File: src/rtl/toggle_pkg.sv
// Shared constants for the toggle_capture block.
//   WIDTH_DEF  : default number of monitored bits
//   CNT_W_DEF  : default toggle counter width
//   DEPTH_DEF  : default event FIFO depth (power of two, >= 2)
//   REC_W_DEF  : default change-record width ({curr, chg})
//   rec_width(): record width for an arbitrary monitored width
package toggle_pkg;

  localparam int unsigned WIDTH_DEF = 4;
  localparam int unsigned CNT_W_DEF = 8;
  localparam int unsigned DEPTH_DEF = 2;
  localparam int unsigned REC_W_DEF = 2 * WIDTH_DEF;

  // A record carries the sampled vector plus its changed-bit mask.
  function automatic int unsigned rec_width(input int unsigned width);
    return 2 * width;
  endfunction

endpackage

File: src/rtl/toggle_capture_if.sv
// Change-record stream between toggle_capture (master) and its consumer (slave).
//   evt_valid : head record present
//   evt_ready : consumer accepts the head record
//   evt_curr  : sampled vector of the head record
//   evt_chg   : changed-bit mask of the head record
interface toggle_capture_if
  import toggle_pkg::*;
#(
  parameter int unsigned WIDTH = WIDTH_DEF
);

  logic             evt_valid;
  logic             evt_ready;
  logic [WIDTH-1:0] evt_curr;
  logic [WIDTH-1:0] evt_chg;

  modport master (
    output evt_valid,
    output evt_curr,
    output evt_chg,
    input  evt_ready
  );

  modport slave (
    input  evt_valid,
    input  evt_curr,
    input  evt_chg,
    output evt_ready
  );

endinterface

File: src/rtl/evt_fifo.sv
// Small synchronous FIFO holding change records.
//   clk, rst : clock and synchronous active-high reset
//   push     : write request (accepted if not full, or if a pop happens this cycle)
//   pop      : read request (ignored when empty)
//   wdata    : record to write
//   rdata    : head record (stable but meaningless when empty)
//   full     : DEPTH records held
//   empty    : no records held
module evt_fifo
  import toggle_pkg::*;
#(
  parameter int unsigned DEPTH = DEPTH_DEF,
  parameter int unsigned DW    = REC_W_DEF
) (
  input  logic          clk,
  input  logic          rst,
  input  logic          push,
  input  logic          pop,
  input  logic [DW-1:0] wdata,
  output logic [DW-1:0] rdata,
  output logic          full,
  output logic          empty
);

  localparam int unsigned IW = $clog2(DEPTH);
  localparam int unsigned PW = IW + 1;

  // Pointers carry an extra wrap bit to tell full from empty.
  logic [PW-1:0] wr_ptr_q, wr_ptr_d;
  logic [PW-1:0] rd_ptr_q, rd_ptr_d;
  logic [DW-1:0] mem_q [DEPTH];
  logic          do_push, do_pop;

  assign empty = (wr_ptr_q == rd_ptr_q);
  assign full  = (wr_ptr_q[IW-1:0] == rd_ptr_q[IW-1:0]) && (wr_ptr_q[IW] != rd_ptr_q[IW]);

  // A pop frees the slot the same cycle, so a push into a full FIFO still lands.
  assign do_pop  = pop && !empty;
  assign do_push = push && (!full || do_pop);

  always_comb begin
    wr_ptr_d = wr_ptr_q;
    rd_ptr_d = rd_ptr_q;
    if (do_push) wr_ptr_d = wr_ptr_q + PW'(1);
    if (do_pop)  rd_ptr_d = rd_ptr_q + PW'(1);
  end

  always_ff @(posedge clk) begin
    if (rst) begin
      wr_ptr_q <= '0;
      rd_ptr_q <= '0;
    end else begin
      wr_ptr_q <= wr_ptr_d;
      rd_ptr_q <= rd_ptr_d;
    end
  end

  // Storage needs no reset: the pointers alone define what is valid.
  always_ff @(posedge clk) begin
    if (!rst && do_push) mem_q[wr_ptr_q[IW-1:0]] <= wdata;
  end

  assign rdata = mem_q[rd_ptr_q[IW-1:0]];

endmodule

File: src/rtl/toggle_capture.sv
// Monitors a bit vector, records every change into an event FIFO, counts toggles
// and provides a registered OR of selected bits.
//   clk, rst  : clock and synchronous active-high reset
//   b_vec     : monitored vector
//   sel_mask  : bits contributing to or_sel
//   or_sel    : registered |(b_vec & sel_mask)
//   evt       : change-record stream (master side)
//   tog_cnt   : saturating total of bit toggles
//   ovf       : sticky, set when a record is dropped on a full FIFO
module toggle_capture
  import toggle_pkg::*;
#(
  parameter int unsigned WIDTH = WIDTH_DEF,
  parameter int unsigned CNT_W = CNT_W_DEF,
  parameter int unsigned DEPTH = DEPTH_DEF
) (
  input  logic             clk,
  input  logic             rst,
  input  logic [WIDTH-1:0] b_vec,
  input  logic [WIDTH-1:0] sel_mask,
  output logic             or_sel,
  toggle_capture_if.master evt,
  output logic [CNT_W-1:0] tog_cnt,
  output logic             ovf
);

  localparam int unsigned RecW = rec_width(WIDTH);
  localparam int unsigned PcW  = $clog2(WIDTH + 1);
  localparam int unsigned SumW = ((CNT_W > PcW) ? CNT_W : PcW) + 1;

  localparam logic [0:0] StUnprimed = 1'b0;
  localparam logic [0:0] StRun      = 1'b1;

  logic [0:0]       state_q, state_d;
  logic [WIDTH-1:0] prev_q;
  logic [CNT_W-1:0] tog_cnt_q, tog_cnt_d;
  logic             ovf_q, ovf_d;
  logic             or_sel_q;

  logic [WIDTH-1:0] chg;
  logic [PcW-1:0]   pop_cnt;
  logic [SumW-1:0]  cnt_sum;
  logic             push, pop, drop;
  logic             fifo_full, fifo_empty;
  logic [RecW-1:0]  rec_rdata;

  // prev is meaningless until one sample has been taken after reset.
  assign state_d = StRun;
  assign chg     = (state_q == StRun) ? (b_vec ^ prev_q) : '0;

  always_comb begin
    pop_cnt = '0;
    for (int i = 0; i < WIDTH; i++) pop_cnt = pop_cnt + PcW'(chg[i]);
  end

  always_comb begin
    cnt_sum   = SumW'(tog_cnt_q) + SumW'(pop_cnt);
    tog_cnt_d = (cnt_sum > SumW'({CNT_W{1'b1}})) ? {CNT_W{1'b1}} : CNT_W'(cnt_sum);
  end

  assign push  = |chg;
  assign pop   = evt.evt_valid && evt.evt_ready;
  assign drop  = push && fifo_full && !pop;
  assign ovf_d = ovf_q | drop;

  always_ff @(posedge clk) begin
    if (rst) begin
      state_q   <= StUnprimed;
      prev_q    <= '0;
      tog_cnt_q <= '0;
      ovf_q     <= 1'b0;
      or_sel_q  <= 1'b0;
    end else begin
      state_q   <= state_d;
      prev_q    <= b_vec;
      tog_cnt_q <= tog_cnt_d;
      ovf_q     <= ovf_d;
      or_sel_q  <= |(b_vec & sel_mask);
    end
  end

  evt_fifo #(
    .DEPTH (DEPTH),
    .DW    (RecW)
  ) u_evt_fifo (
    .clk   (clk),
    .rst   (rst),
    .push  (push),
    .pop   (pop),
    .wdata ({b_vec, chg}),
    .rdata (rec_rdata),
    .full  (fifo_full),
    .empty (fifo_empty)
  );

  assign evt.evt_valid = !fifo_empty;
  assign evt.evt_curr  = rec_rdata[RecW-1:WIDTH];
  assign evt.evt_chg   = rec_rdata[WIDTH-1:0];

  assign tog_cnt = tog_cnt_q;
  assign ovf     = ovf_q;
  assign or_sel  = or_sel_q;

endmodule
File: src/flat_wrapper.sv
// flat-port wrapper written by rule: the top's interface ports become plain ports
module toggle_capture_flat import toggle_pkg::*;
#(
  parameter int unsigned WIDTH = WIDTH_DEF,
  parameter int unsigned CNT_W = CNT_W_DEF,
  parameter int unsigned DEPTH = DEPTH_DEF
)
  (clk, rst, b_vec, sel_mask, or_sel, tog_cnt, ovf, evt_evt_valid, evt_evt_curr, evt_evt_chg, evt_evt_ready);
  toggle_capture_if #(.WIDTH(WIDTH)) evt_i ();
  input  logic clk;
  input  logic rst;
  input  logic [WIDTH-1:0] b_vec;
  input  logic [WIDTH-1:0] sel_mask;
  output logic or_sel;
  output logic [CNT_W-1:0] tog_cnt;
  output logic ovf;
  output wire logic [$bits(evt_i.evt_valid)-1:0] evt_evt_valid;
  output wire logic [$bits(evt_i.evt_curr)-1:0] evt_evt_curr;
  output wire logic [$bits(evt_i.evt_chg)-1:0] evt_evt_chg;
  input wire logic [$bits(evt_i.evt_ready)-1:0] evt_evt_ready;
  assign evt_evt_valid = evt_i.evt_valid;
  assign evt_evt_curr = evt_i.evt_curr;
  assign evt_evt_chg = evt_i.evt_chg;
  assign evt_i.evt_ready = evt_evt_ready;
  toggle_capture #(.WIDTH(WIDTH), .CNT_W(CNT_W), .DEPTH(DEPTH)) u_core (.clk(clk), .rst(rst), .b_vec(b_vec), .sel_mask(sel_mask), .or_sel(or_sel), .evt(evt_i), .tog_cnt(tog_cnt), .ovf(ovf));
endmodule
File: config.mk
export PLATFORM = sky130hd
export DESIGN_NAME = toggle_capture_flat
export DESIGN_NICKNAME = d
export VERILOG_FILES = /design/src/rtl/toggle_pkg.sv /design/src/rtl/toggle_capture_if.sv /design/src/rtl/evt_fifo.sv /design/src/rtl/toggle_capture.sv /design/src/flat_wrapper.sv
export SDC_FILE = /design/constraint.sdc
export NUM_CORES = 1
export LEC_CHECK = 0
export BUFFER_PORTS_ARGS = -buffer_cell sky130_fd_sc_hd__buf_4
export CAP_MARGIN = 10
export CORE_MARGIN = 4
export CORE_UTILIZATION = 35
export DETAILED_ROUTE_END_ITERATION = 16
export GPL_TIMING_DRIVEN = 0
export PLACE_DENSITY = 0.57
export SETUP_SLACK_MARGIN = 0.4
export SLEW_MARGIN = 20
export SYNTH_ARGS = -nofsm -noshare
export SYNTH_HDL_FRONTEND = slang
export SYNTH_HIERARCHICAL = 1
export SYNTH_SLANG_ARGS = --single-unit
File: constraint.sdc
create_clock -name clk -period 2.5 [get_ports clk]
set_input_delay 0.375 -clock clk [delete_from_list [all_inputs] [get_ports clk]]
set_output_delay 0.375 -clock clk [all_outputs]
set_load 0.05 [all_outputs]
==> metrics.md, run 1 <==
| Metric | Value |
|---|---|
| Die area | `5690 sq um` |
| Post-synth ARST share | `0` |
| Peak supply drop | `roughly 320 uV` |
| CP Cell Sequence | `xor2_2 > and2_4 > fa_1 > inv_2 > fa_2 > inv_2 > fa_2 > and3_4 > and2_4 > o311a_1` |
| Detailed placer's ending HPWL | `2.40 mm` |
| R2r endpoint | `u_core/tog_cnt[7]$_SDFF_PP0_` |
| Hold Startpoint | `rst` |
| Vias in the first global route | `~1200` |
| Final worst path period share | `1.03` |
| Yosys warning count | `6` |
| Setup CP Type | `flop to flop` |
| Detailed-router iteration count before antenna repair | `4` |
| Worst-margin pin slew | `between 600 and 700 ps` |
| I/O Pins | `30` |
| Post-synthesis area per instance | `around 12 sq um` |
| Initial antenna violation count | `0` |
| GPL Wtd Cong | `around 0.77` |
| R2r startpoint | `u_core/prev_q[0]$_SDFF_PP0_` |
| Synth unique cells | `39` |
| CTS tree | `yes` |
| RSZ-0062 raised after global routing | `true` |
| Largest net degree at the start of global routing | `12` |
| Min-delay worst type | `input port to flop` |
| Worst skew pair latency | `roughly 290 ps` |
| Remaining global-route overflow | `0` |
| Final Hold Vio Count | `0` |
| Max-cap violation count | `0` |
| Run status | `finished, violations left` |
| Total Neg Setup Slack | `-365 ps` |
| Placed cell area | `about 1900 sq um` |
| Failing checks | `setup timing` |
| Slew HR | `0.574` |
| CP max stage delay | `410 ps` |
| Post-synth top flop | `dfxtp_1` |
| FF-to-FF setup slack | `-60 ps` |
| Clock Skew | `approximately 5.1 ps` |
| Hold worst-path end | `u_core/prev_q[1]$_SDFF_PP0_` |
| GRT Total Usage | `0.131` |
| Slew Viols, Final | `0` |
| Synth Register Bits | `36` |
| Post-Syn Nets | `between 100 and 150` |
| Crit path time final | `about 2600 ps` |
| Die height | `about 75 microns` |
| Antenna Nets Post-Route | `0` |
| Crit path max-delay cell type | `fa_1` |
| CTS H-Tree Depth | `2` |
| Die X | `75.5 microns` |
| Max FO, Critical Path | `4` |
| Power Density | `about 700 nW/um^2` |
| FMAX | `between 300 and 400 MHz` |
| Final nets | `~190` |
| Clock sink count | `36` |
| Final Util | `0.489` |
| Endpoints failing setup | `7` |
| R2r worst-path depth | `10` |
| CP required | `2670 ps` |
| Worst Setup End Kind | `flop` |
| Layout cells sized above 1 | `0.480` |
| Crit-path leading delay family | `adder cells` |
| DRC violations left | `0` |
| Initial drt markers | `28` |
| Global-route wire length before repair | `between 5 and 6 mm` |
| Min-Delay Path Depth | `2` |
| Avg WL per Cell | `14.4 microns` |
| Area Growth Syn to Fin | `34.5%` |
| Root buf cell | `clkbuf_8` |
| Critical path arrival | `between 2000 and 3000 ps` |
| Register area share after synthesis | `0.553` |
| Port buffer count | `29` |
| WP buf/inv | `2` |
| Leak | `between 0.8 and 0.9 nW` |
| Worst setup margin | `-64.3 ps` |
| Most common cell after layout, fill and taps aside | `buf_4` |
| Total power | `between 1.5 and 2 mW` |
| Post-route cell area | `2140 sq um` |
| Syn Inst Count | `approximately 130` |
| Num rows | `24` |
| Vias per cell | `approximately 5` |
| Initial Util | `0.363` |
| Core area | `~4400 sq um` |
| Antenna Cells | `0` |
| Routed Wire Length | `3.34 mm` |
| Place WS | `-287 ps` |
| Clock transition at path regs | `70 ps` |
| Mapped Area | `roughly 1600 sq um` |
| Commonest cells after routing, fill and taps aside | `39 x buf_4, 17 x dfxtp_1, 16 x edfxtp_1` |
| Num CTS Buffers | `5` |
| Nature of the critical path startpoint | `flop` |
| Post-synth EDFFs | `16` |
| CTS hold repair buffers | `0` |
| Max Root-Sink Buffers | `2` |
| Vias | `~1200` |
==> Yosys cell counts (3+ instances only) <==
| cell type | n | area [sq um] |
|---|---|---|
| nand2_1 | 7 | 26.3 |
| inv_1 | 8 | 30.0 |
| dfxtp_1 | 20 | 400 |
| fa_1 | 3 | 60.1 |
| mux2_2 | 8 | 90.1 |
| a21oi_1 | 10 | 50.1 |
| buf_2 | 3 | 15.0 |
| a31oi_1 | 3 | 18.8 |
| nor2_1 | 4 | 15.0 |
| nor2b_1 | 7 | 43.8 |
| xor2_1 | 8 | 70.1 |
| edfxtp_1 | 16 | 480 |
==> cell type report <==
class                           instances  area (sq um)
Buffer                                  4          18.8
Clock buffer                            5          68.8
Clock inverter                          3          13.8
Fill cell                             403          2240
Inverter                                8          30.0
Multi-Input combinational cell         83           748
Sequential cell                        36           885
Tap cell                               52          65.1
Timing Repair Buffer                   40           313
==> power by group <==
part	switching, mW	internal, mW	total [mW]
sequential	0.0359	0.663	0.699
combinational	0.277	0.181	0.457
clock	0.200	0.189	0.389
==> metrics by stage <==
stage                     hold WS, ps  instances
after floorplan                   447        131
after detailed placement          464        212
after CTS                         266        226
after global routing              279        231
after global placement            459        212
final                             272        231
==> routing by layer <==
metal	vias up	global-route usage	share of wire
li1	564	-	-
met5	-	0	0
met2	26	0.215	0.48
met1	561	0.160	0.43
met3	6	0.0383	0.067
met4	0	0.0583	0.019
==> state kept, by name (all words and copies together), names as in the netlist, named ones only <==
signal and cells:
u_core/ovf 1, u_core/u_evt_fifo/mem_q 16, u_core/u_evt_fifo/rd_ptr_q 2, u_core/state_q 1
u_core/tog_cnt 8, u_core/or_sel 1, u_core/prev_q 4, u_core/u_evt_fifo/wr_ptr_q 2
==> how the worst max path moves through the flow <==
stage	endpoint	slack, ps	startpoint	cells past startpoint
finish	u_core/tog_cnt[7]$_SDFF_PP0_	-60	u_core/prev_q[0]$_SDFF_PP0_	10
floorplan	u_core/tog_cnt[7]$_SDFF_PP0_	-20	b_vec[2]	10
global placement	u_core/tog_cnt[7]$_SDFF_PP0_	-240	b_vec[2]	11
detailed placement	u_core/tog_cnt[1]$_SDFF_PP0_	-290	b_vec[2]	12
global route	u_core/tog_cnt[5]$_SDFF_PP0_	-190	u_core/prev_q[2]$_SDFF_PP0_	11
CTS	u_core/tog_cnt[0]$_SDFF_PP0_	-60	u_core/prev_q[0]$_SDFF_PP0_	11
==> cells by family (layout without fill, tap and decap cells) <==
logic type      after synthesis  in the layout  synth area share
mux                           8              8            0.0566
simple gates                 36             36             0.152
fa+ha+maj                     4              4            0.0456
buf+inv                      12             60            0.0306
flops                        36             36             0.553
xor+xnor                     10             10            0.0550
compound gates               25             25             0.108
==> timing repair <==
| item | CTS | global route |
|---|---|---|
| pin swaps | 7 | 6 |
| gates resized for setup | 9 | 4 |
| buffers inserted | 6 | 5 |
| setup endpoints to repair | 24 | 24 |
(Power assumes the default switching activity.)
==> run 2: changes to the inputs <==
CELL_PAD_IN_SITES_DETAIL_PLACEMENT = 1   (was default)
CELL_PAD_IN_SITES_GLOBAL_PLACEMENT = 1   (was default)
PLACE_DENSITY = 0.65   (was 0.57)
clock period = 2.9 ns   (was 2.5 ns; I/O delays follow)
==> metrics.md, run 2 (synthesis gave the netlist of run 1 again) <==
| Metric | Value |
|---|---|
| Run status | `finished clean` |
| Peak supply drop | `around 400 uV` |
| Initial Util | `0.363` |
| CP required | `approximately 3100 ps` |
| Initial antenna violation count | `0` |
| Slew Viols, Final | `0` |
| Root buf cell | `clkbuf_8` |
| DRC violations left | `0` |
| Crit path time final | `between 2000 and 3000 ps` |
| I/O Pins | `30` |
| Number of flip-flops in the largest register | `16` |
| GRT Total Usage | `0.142` |
| RSZ-0062 raised after global routing | `true` |
| Worst skew pair latency | `290 ps` |
| Max Root-Sink Buffers | `2` |
| Core area | `around 4400 sq um` |
| Die X | `roughly 75 microns` |
| Place WS | `-176 ps` |
| Most common cell after layout, fill and taps aside | `buf_4` |
| Area Growth Syn to Fin | `30.9%` |
| Hold Startpoint | `rst` |
| Detailed placer's ending HPWL | `2.75 mm` |
| Power Density | `633 nW/um^2` |
| R2r startpoint | `u_core/prev_q[0]$_SDFF_PP0_` |
| Vias | `roughly 1100` |
| Placed cell area | `1910 sq um` |
| R2r endpoint | `u_core/tog_cnt[2]$_SDFF_PP0_` |
| Antenna Nets Post-Route | `0` |
| FF-to-FF setup slack | `380 ps` |
| Remaining global-route overflow | `0` |
| Worst-margin pin slew | `605 ps` |
| Largest net degree at the start of global routing | `12` |
| Setup CP Type | `flop to flop` |
| Hold worst-path end | `u_core/prev_q[1]$_SDFF_PP0_` |
| Total power | `roughly 1.3 mW` |
| WP buf/inv | `2` |
| Min-delay worst type | `input port to flop` |
| Crit path max-delay cell type | `fa_1` |
| Max-cap violation count | `0` |
| Initial drt markers | `roughly 40` |
| Num CTS Buffers | `5` |
| Clock Skew | `9.47 ps` |
| Min-Delay Path Depth | `2` |
| Clock sink count | `36` |
| Nature of the critical path startpoint | `flop` |
| Routed Wire Length | `3.67 mm` |
| CTS H-Tree Depth | `2` |
| Worst Setup End Kind | `flop` |
| CTS tree | `yes` |
| CTS hold repair buffers | `0` |
| Final Hold Vio Count | `0` |
| Num rows | `24` |
| Final worst path period share | `0.870` |
| Commonest cells after routing, fill and taps aside | `35 x buf_4, 18 x dfxtp_1, 16 x edfxtp_1` |
| Hold WS | `between 300 and 400 ps` |
| Vias in the first global route | `~1200` |
| CP max stage delay | `510 ps` |
| GPL Wtd Cong | `between 0.7 and 0.8` |
| Die height | `about 75 microns` |
| Avg WL per Cell | `16.2 microns` |
| FMAX | `between 300 and 400 MHz` |
| Leak | `0.847 nW` |
| Crit-path leading delay family | `adder cells` |
| Antenna Cells | `0` |
| Final nets | `189` |
| Die area | `approximately 5700 sq um` |
| Critical path arrival | `~2700 ps` |
| CP Cell Sequence | `xor2_2 > and2_4 > fa_1 > inv_2 > fa_2 > inv_2 > fa_2 > and3_4 > and2_4 > nand4_4 > a21oi_1` |
| Global-route wire length before repair | `~5.9 mm` |
| R2r worst-path depth | `11` |
| Max FO, Critical Path | `5` |
| Vias per cell | `roughly 5` |
| Endpoints failing setup | `0` |
| Worst path depth | `11` |
| Clock transition at path regs | `approximately 60 ps` |
| Detailed-router iteration count before antenna repair | `3` |
| Layout cells sized above 1 | `0.457` |
| Port buffer count | `29` |
| Slew HR | `0.596` |
| Worst setup margin | `approximately 380 ps` |
| Post-route cell area | `around 2100 sq um` |
-- run 2: through the flow --
stage / std cells / util / setup TNS [ps]
after floorplan: 131 / - / 0
after global placement: 212 / 0.434 / -758
after detailed placement: 213 / 0.437 / -1410
after CTS: 226 / 0.472 / 0
after global routing: 227 / 0.475 / 0
final: 227 / 0.475 / 0
-- run 2: repair_timing --
item	in CTS	in global routing
endpoints found under the setup margin	15	7
buffers inserted	5	1
resized for setup	10	3
pin swaps	5	2
-- run 2: how the worst max path moves through the flow --
stage                                          startpoint                                 endpoint  slack [ps]
2_1_floorplan                                    b_vec[2]             u_core/tog_cnt[7]$_SDFF_PP0_         320
3_3_place_gp   u_core/u_evt_fifo/rd_ptr_q[0]$_SDFFE_PP0P_  u_core/u_evt_fifo/mem_q[0][7]$_DFFE_PP_         -90
3_5_place_dp   u_core/u_evt_fifo/wr_ptr_q[0]$_SDFFE_PP0P_  u_core/u_evt_fifo/mem_q[1][7]$_DFFE_PP_        -180
4_1_cts                       u_core/prev_q[0]$_SDFF_PP0_             u_core/tog_cnt[1]$_SDFF_PP0_         340
5_1_grt                       u_core/prev_q[0]$_SDFF_PP0_             u_core/tog_cnt[5]$_SDFF_PP0_         250
6_report                      u_core/prev_q[0]$_SDFF_PP0_             u_core/tog_cnt[2]$_SDFF_PP0_         380
-- run 2: routing by layer --
layer / up-vias / share of wire / global-route usage
li1: 552 / - / -
met2: 17 / 0.57 / 0.265
met3: 4 / 0.045 / 0.0475
met1: 567 / 0.37 / 0.151
met4: 0 / 0.0084 / 0.0408
met5: - / 0 / 0
-- run 2: cell type report --
type	instances	area, sq um
Sequential cell	36	883
Clock inverter	1	5.00
Clock buffer	7	76.3
Multi-Input combinational cell	83	732
Buffer	4	18.8
Timing Repair Buffer	36	274
Fill cell	468	2300
Tap cell	52	65.1
Inverter	8	30.0
-- run 2: power breakdown --
part	internal, mW	total, mW	switching, mW
logic	0.147	0.382	0.234
registers	0.571	0.604	0.0336
clock network	0.168	0.333	0.165
==> run 3: changes to the inputs <==
CORE_UTILIZATION = 43   (was 35)
CTS_CLUSTER_SIZE = 24   (was default)
PLACE_DENSITY = 0.78   (was 0.65)
==> metrics.md, run 3 (synthesis gave the netlist of run 1 again) <==
| Metric | Value |
|---|---|
| Vias | `roughly 1200` |
| Peak supply drop | `between 300 and 400 uV` |
| Clock sink count | `36` |
| Final Hold Vio Count | `0` |
| Worst skew pair latency | `290 ps` |
| Core area | `around 3500 sq um` |
| Leak | `between 0.8 and 0.9 nW` |
| Number of flip-flops in the largest register | `16` |
| Commonest cells after routing, fill and taps aside | `39 x buf_4, 18 x dfxtp_1, 16 x edfxtp_1` |
| Clock Skew | `around 8 ps` |
| Layout cells sized above 1 | `0.461` |
| Crit path time final | `about 2600 ps` |
| DR WL met3 | `154 microns` |
| GPL Wtd Cong | `about 0.75` |
| Most common cell after layout, fill and taps aside | `buf_4` |
| Critical path arrival | `around 2800 ps` |
| Antenna Cells | `0` |
| Num rows | `21` |
| Placed insts | `around 210` |
| Placed cell area | `1910 sq um` |
| Run status | `finished clean` |
| Detailed placer's ending HPWL | `between 2 and 3 mm` |
| CTS H-Tree Depth | `2` |
| I/O Pins | `30` |
| Initial drt markers | `a little over 80` |
| Final worst path period share | `0.888` |
| Setup CP Type | `flop to flop` |
| Worst Setup End Kind | `flop` |
| Max FO, Critical Path | `5` |
| Filler instances | `about 380` |
| Logic pwr share | `0.288` |
| CTS hold repair buffers | `0` |
| Sw frac | `0.317` |
| Max Root-Sink Buffers | `2` |
| Die height | `around 69 microns` |
| Crit path max-delay cell type | `fa_1` |
| FMAX | `between 300 and 400 MHz` |
| CP Cell Sequence | `xor2_2 > and2_4 > fa_1 > inv_1 > fa_2 > inv_2 > fa_2 > and3_4 > and2_4 > nand4_4 > a21oi_2` |
| Net switching power | `0.438 mW` |
| CTS tree | `yes` |
| Initial antenna violation count | `0` |
| Die area | `approximately 4700 sq um` |
| GRT Total Usage | `0.173` |
| Antenna Nets Post-Route | `0` |
| Clk pwr share | `0.274` |
| Post-route cell area | `2110 sq um` |
| DRC violations left | `0` |
| Sequential power share | `0.438` |
| Root buf cell | `clkbuf_8` |
| Detailed-router iteration count before antenna repair | `4` |
| Initial Util | `0.459` |
| Vias in the first global route | `about 1200` |
| CP required | `between 3000 and 4000 ps` |
| Area Growth Syn to Fin | `32.4%` |
| Clock transition at path regs | `roughly 60 ps` |
| RSZ-0062 raised after global routing | `true` |
| M1 WL | `approximately 1.5 mm` |
| Met2 wire len | `approximately 2.0 mm` |
| Min-delay worst type | `input port to flop` |
| Avg WL per Cell | `approximately 16 microns` |
| Port buffer count | `29` |
| Max-cap violation count | `0` |
| Top routing layer in use | `met4` |
| Post-route non-filler standard cell count | `around 220` |
| Largest net degree at the start of global routing | `12` |
| Slew Viols, Final | `0` |
| Global-route wire length before repair | `5.78 mm` |
| Internal Pwr Total | `0.942 mW` |
| Routed Wire Length | `3.69 mm` |
| Slew HR | `0.585` |
| Vias per cell | `about 5.2` |
| Final nets | `192` |
| Nature of the critical path startpoint | `flop` |
| Worst-margin pin slew | `623 ps` |
| Die X | `approximately 69 microns` |
| Hold WS | `between 300 and 400 ps` |
| Num CTS Buffers | `5` |
| Remaining global-route overflow | `0` |
| Power Density | `654 nW/um^2` |
| CP max stage delay | `510 ps` |
| Endpoints failing setup | `0` |
run 3: through the flow:
step	util	setup WS [ps]	TNS, ps	power (mW)
after CTS	0.598	321	0	1.37
final	0.608	326	0	1.38
after global placement	0.546	-52.7	-420	0.951
after detailed placement	0.550	-15.2	-119	0.970
after global routing	0.608	237	0	1.46
after floorplan	-	323	0	0.854
run 3: final timing paths:
check / from / endpoint / slack [ps] / cells past startpoint
worst max-delay path: u_core/prev_q[0]$_SDFF_PP0_ / u_core/tog_cnt[1]$_SDFF_PP0_ / 330 / 11
worst max register to register: u_core/prev_q[0]$_SDFF_PP0_ / u_core/tog_cnt[1]$_SDFF_PP0_ / 330 / 11
worst min-delay path: rst / u_core/prev_q[1]$_SDFF_PP0_ / 350 / 2
worst min register to register: u_core/ovf$_SDFF_PP0_ / u_core/ovf$_SDFF_PP0_ / 480 / 2
run 3: what timing repair did:
item	CTS	global route
gates resized for setup	8	2
hold endpoints to repair	0	0
pin swaps	7	2
endpoints found under the setup margin	15	22
buffers inserted	5	4
run 3: critical path: cells and delay by family, from the launching register on:
family          cells  cell delay [ps]
fa+ha+maj           3             1050
simple gates        4              690
flops               1              330
compound gates      1              170
xor+xnor            1              150
buf+inv             2              120
run 3: metal layers:
metal,global-route usage,vias up
met2,0.324,29
met3,0.0535,6
li1,-,557
met1,0.184,562
met5,0,-
met4,0.0511,0
run 3: cell type report:
cell class / count / area (sq um) / share of cell area
Buffer: 4 / 18.8 / 0.00890
Clock buffer: 8 / 100 / 0.0474
Inverter: 8 / 30.0 / 0.0142
Multi-Input combinational cell: 83 / 727 / 0.345
Sequential cell: 36 / 883 / 0.419
Tap cell: 46 / 57.6 / 0.0273
Timing Repair Buffer: 39 / 293 / 0.139
run 3: power groups by stage:
stage | combinational [mW] | sequential, mW | clock, mW
floorplan | 0.182 | 0.673 | 0
global placement | 0.339 | 0.611 | 0
detailed placement | 0.354 | 0.616 | 0
CTS | 0.380 | 0.605 | 0.387
global route | 0.426 | 0.611 | 0.421
finish | 0.398 | 0.605 | 0.378
